**src/rtl/colorbar_demo_sequencer.sv**
```systemverilog
// Frame-based demo scheduler for the colour-bar generator: steps through four
// overlay/scroll phases from vsync frame counts or a pushbutton, and keeps the scroll offset.
//
// state        | meaning
// PH_BARS      | plain bars, no overlay, nothing scrolls
// PH_ID        | ID overlay band shown, static
// PH_ID_SCROLL | ID overlay band scrolls with scroll_offset
// PH_ALL       | overlay and bars both scroll
module colorbar_demo_sequencer #(
  parameter int PHASE_FRAMES     = 120,
  parameter int H_ACTIVE         = 640,
  parameter int VSYNC_ACTIVE_LOW = 1
) (
  input  logic       clk,
  input  logic       reset,
  input  logic       vsync,
  input  logic       auto_en,
  input  logic       hold,
  input  logic       next_btn,
  input  logic [1:0] speed,
  output logic [1:0] phase,
  output logic       id_overlay_en,
  output logic       bar_scroll_en,
  output logic       id_scroll_en,
  output logic [9:0] scroll_offset,
  output logic       frame_tick
);

  typedef enum logic [1:0] {
    PH_BARS      = 2'd0,
    PH_ID        = 2'd1,
    PH_ID_SCROLL = 2'd2,
    PH_ALL       = 2'd3
  } phase_e;

  localparam logic       VSYNC_IDLE = (VSYNC_ACTIVE_LOW != 0);
  localparam logic [7:0] CNT_LAST   = 8'(PHASE_FRAMES - 1);
  localparam logic [10:0] H_MOD     = 11'(H_ACTIVE);

  phase_e      phase_q, phase_d;
  logic [7:0]  frame_cnt_q, frame_cnt_d;
  logic [9:0]  offset_q, offset_d;
  logic        frame_tick_q, frame_tick_d;
  logic        vsync_prev_q, vsync_prev_d;
  logic        btn_sync1_q, btn_sync1_d;
  logic        btn_sync2_q, btn_sync2_d;
  logic        btn_prev_q, btn_prev_d;
  logic        overlay_q, overlay_d;
  logic        bar_scroll_q, bar_scroll_d;
  logic        id_scroll_q, id_scroll_d;

  logic        adv_req;
  logic        tick_run;
  logic        auto_adv;
  logic        advance;
  logic [10:0] step;
  logic [10:0] off_sum;
  logic [9:0]  off_wrap;

  always_comb begin
    vsync_prev_d = vsync;
    // Polarity is normalised by XOR with the idle level so the edge detect is polarity-free.
    frame_tick_d = (vsync ^ VSYNC_IDLE) & ~(vsync_prev_q ^ VSYNC_IDLE);

    btn_sync1_d = next_btn;
    btn_sync2_d = btn_sync1_q;
    btn_prev_d  = btn_sync2_q;
    adv_req     = btn_sync2_q & ~btn_prev_q;

    tick_run = frame_tick_q & ~hold;
    auto_adv = tick_run & auto_en & (frame_cnt_q == CNT_LAST);
    advance  = adv_req | auto_adv;

    phase_d = advance ? phase_e'(phase_q + 2'd1) : phase_q;

    frame_cnt_d = frame_cnt_q;
    if (advance)
      frame_cnt_d = 8'd0;
    else if (tick_run && auto_en)
      frame_cnt_d = frame_cnt_q + 8'd1;

    case (speed)
      2'd0:    step = 11'd1;
      2'd1:    step = 11'd2;
      2'd2:    step = 11'd5;
      default: step = 11'd10;
    endcase
    off_sum  = {1'b0, offset_q} + step;
    off_wrap = (off_sum >= H_MOD) ? 10'(off_sum - H_MOD) : off_sum[9:0];

    // Clearing on entry to PH_BARS wins over a same-cycle scroll update.
    offset_d = offset_q;
    if (advance && phase_d == PH_BARS)
      offset_d = 10'd0;
    else if (tick_run && (phase_q == PH_ID_SCROLL || phase_q == PH_ALL))
      offset_d = off_wrap;

    overlay_d    = (phase_d != PH_BARS);
    bar_scroll_d = (phase_d == PH_ALL);
    id_scroll_d  = (phase_d == PH_ID_SCROLL) || (phase_d == PH_ALL);
  end

  always_ff @(posedge clk or posedge reset) begin
    if (reset) begin
      phase_q      <= PH_BARS;
      frame_cnt_q  <= 8'd0;
      offset_q     <= 10'd0;
      frame_tick_q <= 1'b0;
      vsync_prev_q <= VSYNC_IDLE;
      btn_sync1_q  <= 1'b0;
      btn_sync2_q  <= 1'b0;
      btn_prev_q   <= 1'b0;
      overlay_q    <= 1'b0;
      bar_scroll_q <= 1'b0;
      id_scroll_q  <= 1'b0;
    end else begin
      phase_q      <= phase_d;
      frame_cnt_q  <= frame_cnt_d;
      offset_q     <= offset_d;
      frame_tick_q <= frame_tick_d;
      vsync_prev_q <= vsync_prev_d;
      btn_sync1_q  <= btn_sync1_d;
      btn_sync2_q  <= btn_sync2_d;
      btn_prev_q   <= btn_prev_d;
      overlay_q    <= overlay_d;
      bar_scroll_q <= bar_scroll_d;
      id_scroll_q  <= id_scroll_d;
    end
  end

  assign phase         = phase_q;
  assign id_overlay_en = overlay_q;
  assign bar_scroll_en = bar_scroll_q;
  assign id_scroll_en  = id_scroll_q;
  assign scroll_offset = offset_q;
  assign frame_tick    = frame_tick_q;

endmodule

```
**config.mk**
```make
export PLATFORM = sky130hd
export DESIGN_NAME = colorbar_demo_sequencer
export DESIGN_NICKNAME = d
export VERILOG_FILES = /design/src/rtl/colorbar_demo_sequencer.sv
export SDC_FILE = /design/constraint.sdc
export NUM_CORES = 1
export LEC_CHECK = 0
export CORE_MARGIN = 2
export CORE_UTILIZATION = 30
export CTS_CLUSTER_DIAMETER = 80
export DETAILED_ROUTE_END_ITERATION = 10
export PLACE_DENSITY_LB_ADDON = 0.25
export SLEW_MARGIN = 5
export SYNTH_ARGS = -nofsm -noshare
export SYNTH_HDL_FRONTEND = slang
export SYNTH_SLANG_ARGS = --single-unit
export TNS_END_PERCENT = 50
```
**constraint.sdc**
```tcl
create_clock -name clk -period 8.7 [get_ports clk]
set_input_delay 2.175 -clock clk [delete_from_list [all_inputs] [get_ports clk]]
set_output_delay 2.175 -clock clk [all_outputs]
set_load 0.01 [all_outputs]
```
==> reports/metrics.yaml <==
status:
  status: "finished clean"
timing:
  rsz0062_at_grt: "no"
  setup-tns-final_ps: 0
  skew_ps: 5.946
  timing.final.crit_period_ps: 5470
  timing.final.ws_setup_ps: 3230
  drv_slew: 0
  final_hold_viol_count: 0
  setup_viol: 0
  slew_headroom: 0.2853
  max_slew.worst_pin.slew_ps: 1071
  max_freq_mhz: 182.8
  period_share: 0.6288
detailed_routing:
  viasPerCell: 4.847
  route.detailed.drc: 0
  firstDrtPassIters: 4
  ant_nets: 0
  drt_iter0_markers: 69
  wl_um: 3177
  wl_per_cell_um: 12.13
  vias: 1270
floorplanning:
  core-area_sq_um: 5172
  fp.dieW_um: 77.66
  start_util: 0.3147
  io-pin-count: 24
  dieArea_sq_um: 6031
  num_rows: 26
  die_h_um: 77.66
grt:
  first_global_vias: 1216
  grt.total_usage: 0.1177
  grt_max_degree: 29
  antenna_found_initial: 0
  grt_pass1_wl_um: 5761
  gr-total-overflow: 0
setup_path:
  criticalPathCategory: "primary input to flop"
  worst_setup_path_end_kind: "flop"
  arrival_ps: 5700
  startpoint_type: "primary input"
  worst-endpoint-required_ps: 8930
  path_max_fanout: 5
clocking:
  clkTransAtPathRegs_ps: 100
  postCtsHoldBufs: 0
  cts_tree: "built"
  cts-buffers-inserted: 3
  cts_resized: 0
  clk_latency_ps: 280
  clock_sinks: 28
  clock-root-buffer: "clkbuf_8"
  post-cts-setup-buffers: 0
  cts_buffer_depth: 2
  htreeDepth: 1
layout:
  area_growth_pct: 23.37
  design_area_sq_um: 2008
  drive_gt1_frac: 0.07292
  antenna_cells: 0
  fin_nets: 210
  fin_util: 0.3882
yosys:
  synth_top_cell_by_area: "dfrtp_1"
  ys_warn_count: 0
  synth_fp_nets: 184
  synth_cell_types: 45
  synth_common_cells: "dfrtp_1 (27), nor2_1 (21), nand2_1 (14)"
  yosysSeqAreaShare: 0.4312
  synth.most_common_cell: "dfrtp_1"
  synth-async-reset-ratio: 1.000
  yosys-top-cells-area: "dfrtp_1 (42%), ha_1 (6.1%), nor2_1 (4.8%)"
  synth-seq-cells: 28
  synth_flop_cell: "dfrtp_1"
  synthesis.area_sq_um: 1628
  synth_edf_count: 0
  yosysTopAreaCellShare: 0.4151
  synthCells: 167
  avgSynthCellArea_sq_um: 9.747
power:
  p_per_area_nw_per_um2: 227.9
  vdd_drop_max_mv: 0.1024
  leakage_nw: 0.8320
placed_design:
  gp_congestion: 0.8579
  hpwl_um: 2393
  port_buffers: 23
  post-place-ws_ps: 2925
  placed_cell_area_sq_um: 1937
min_path:
  hold_path_class: "flop to flop"
run:
  drv_cap: 0
-- cell usage in the layout (no fill, tap or decap), types with 3 or more instances in the layout --
master / instances
a211oi_1: 3
a21oi_1: 5
a22o_1: 4
clkbuf_8: 3
clkdlybuf4s50_1: 23
dfrtp_1: 27
ha_1: 8
inv_1: 10
nand2_1: 14
nand3_1: 4
nand4_1: 3
nor2_1: 21
nor2b_1: 5
nor3_1: 5
o21ai_0: 7
xnor2_1: 7
xor2_1: 8
-- routing by layer --
layer,up-vias,global-route usage,share of wire
li1,636,-,-
met1,605,0.1579,0.47
met2,27,0.1914,0.48
met3,2,0.03140,0.045
met4,0,0.02321,0.0047
met5,-,0,0
-- logic make-up (layout without fill, tap and decap cells) --
logic type	Yosys count	count (layout)	share of synthesized area
XOR/XNOR	15	15	0.08071
buffers and inverters	12	37	0.02844
flip-flops	28	28	0.4312
AND/OR/NAND/NOR	65	65	0.2006
AO/OA/AOI/OAI	35	35	0.1653
multiplexers	3	3	0.01998
adder cells (fa/ha/maj)	9	9	0.07379
-- critical path, stage by stage --
cell and delay [ps]:
clkdlybuf4s50_1 570, inv_1 70, ha_1 230, fa_1 410
a211oi_1 490, nor3_1 120, xnor2_1 210, ha_1 260
nor2_1 60, a31o_2 260, a2111oi_1 480, a222oi_1 160
a21bo_1 200
-- where the power goes --
| group | internal [W] | total (W) | leakage [nW] | switching (W) |
|---|---|---|---|---|
| logic | 0.0000855 | 0.000175 | 0.436 | 0.0000893 |
| clock network | 0.0000617 | 0.000104 | 0.0357 | 0.0000427 |
| registers | 0.000154 | 0.000179 | 0.360 | 0.0000251 |
| total | 0.000301 | 0.000458 | 0.832 | 0.000157 |
-- layout make-up --
| cell class | count | area [sq um] |
|---|---|---|
| clock buffer | 3 | 41.29 |
| clock inverter | 1 | 30.03 |
| fill | 525 | 3164 |
| inverter | 10 | 37.54 |
| multi-input combinational | 127 | 879.6 |
| sequential | 28 | 701.9 |
| tap | 70 | 87.58 |
| timing repair buffer | 23 | 230.2 |
-- per-stage QoR --
stage                     hold WS, ps   power, W  std cells
final                           369.9  0.0004577        262
after CTS                       375.5  0.0004650        262
after global routing            392.6  0.0004950        262
after detailed placement        351.5  0.0003584        258
after floorplan                 331.2  0.0002853        167
after global placement          356.2  0.0003585        258
-- final timing paths --
path,slack [ps],depth (start not counted),end,from
setup reg to reg,5360,11,scroll_offset[7]$_DFFE_PP0P_,scroll_offset[0]$_DFFE_PP0P_
hold / removal,370,0,btn_prev_d$_DFF_PP0_,btn_sync1_q$_DFF_PP0_
hold reg to reg,370,0,btn_prev_d$_DFF_PP0_,btn_sync1_q$_DFF_PP0_
min in group asynchronous,2450,2,scroll_offset[1]$_DFFE_PP0P_,reset
setup / recovery,3230,13,scroll_offset[7]$_DFFE_PP0P_,speed[0]
max in group asynchronous,5600,2,frame_cnt_q[3]$_DFFE_PP0P_,reset
-- flip-flops by register name, summed over array words and instances, names as in the netlist --
signal / flops
frame_cnt_q: 8
scroll_offset: 10
id_overlay_en: 1
bar_scroll_en: 1
id_scroll_en: 1
btn_prev_q: 1
btn_prev_d: 1
btn_sync1_q: 1
phase: 2
vsync_prev_q: 1
frame_tick: 1
Power figures use the tool's default switching activity.
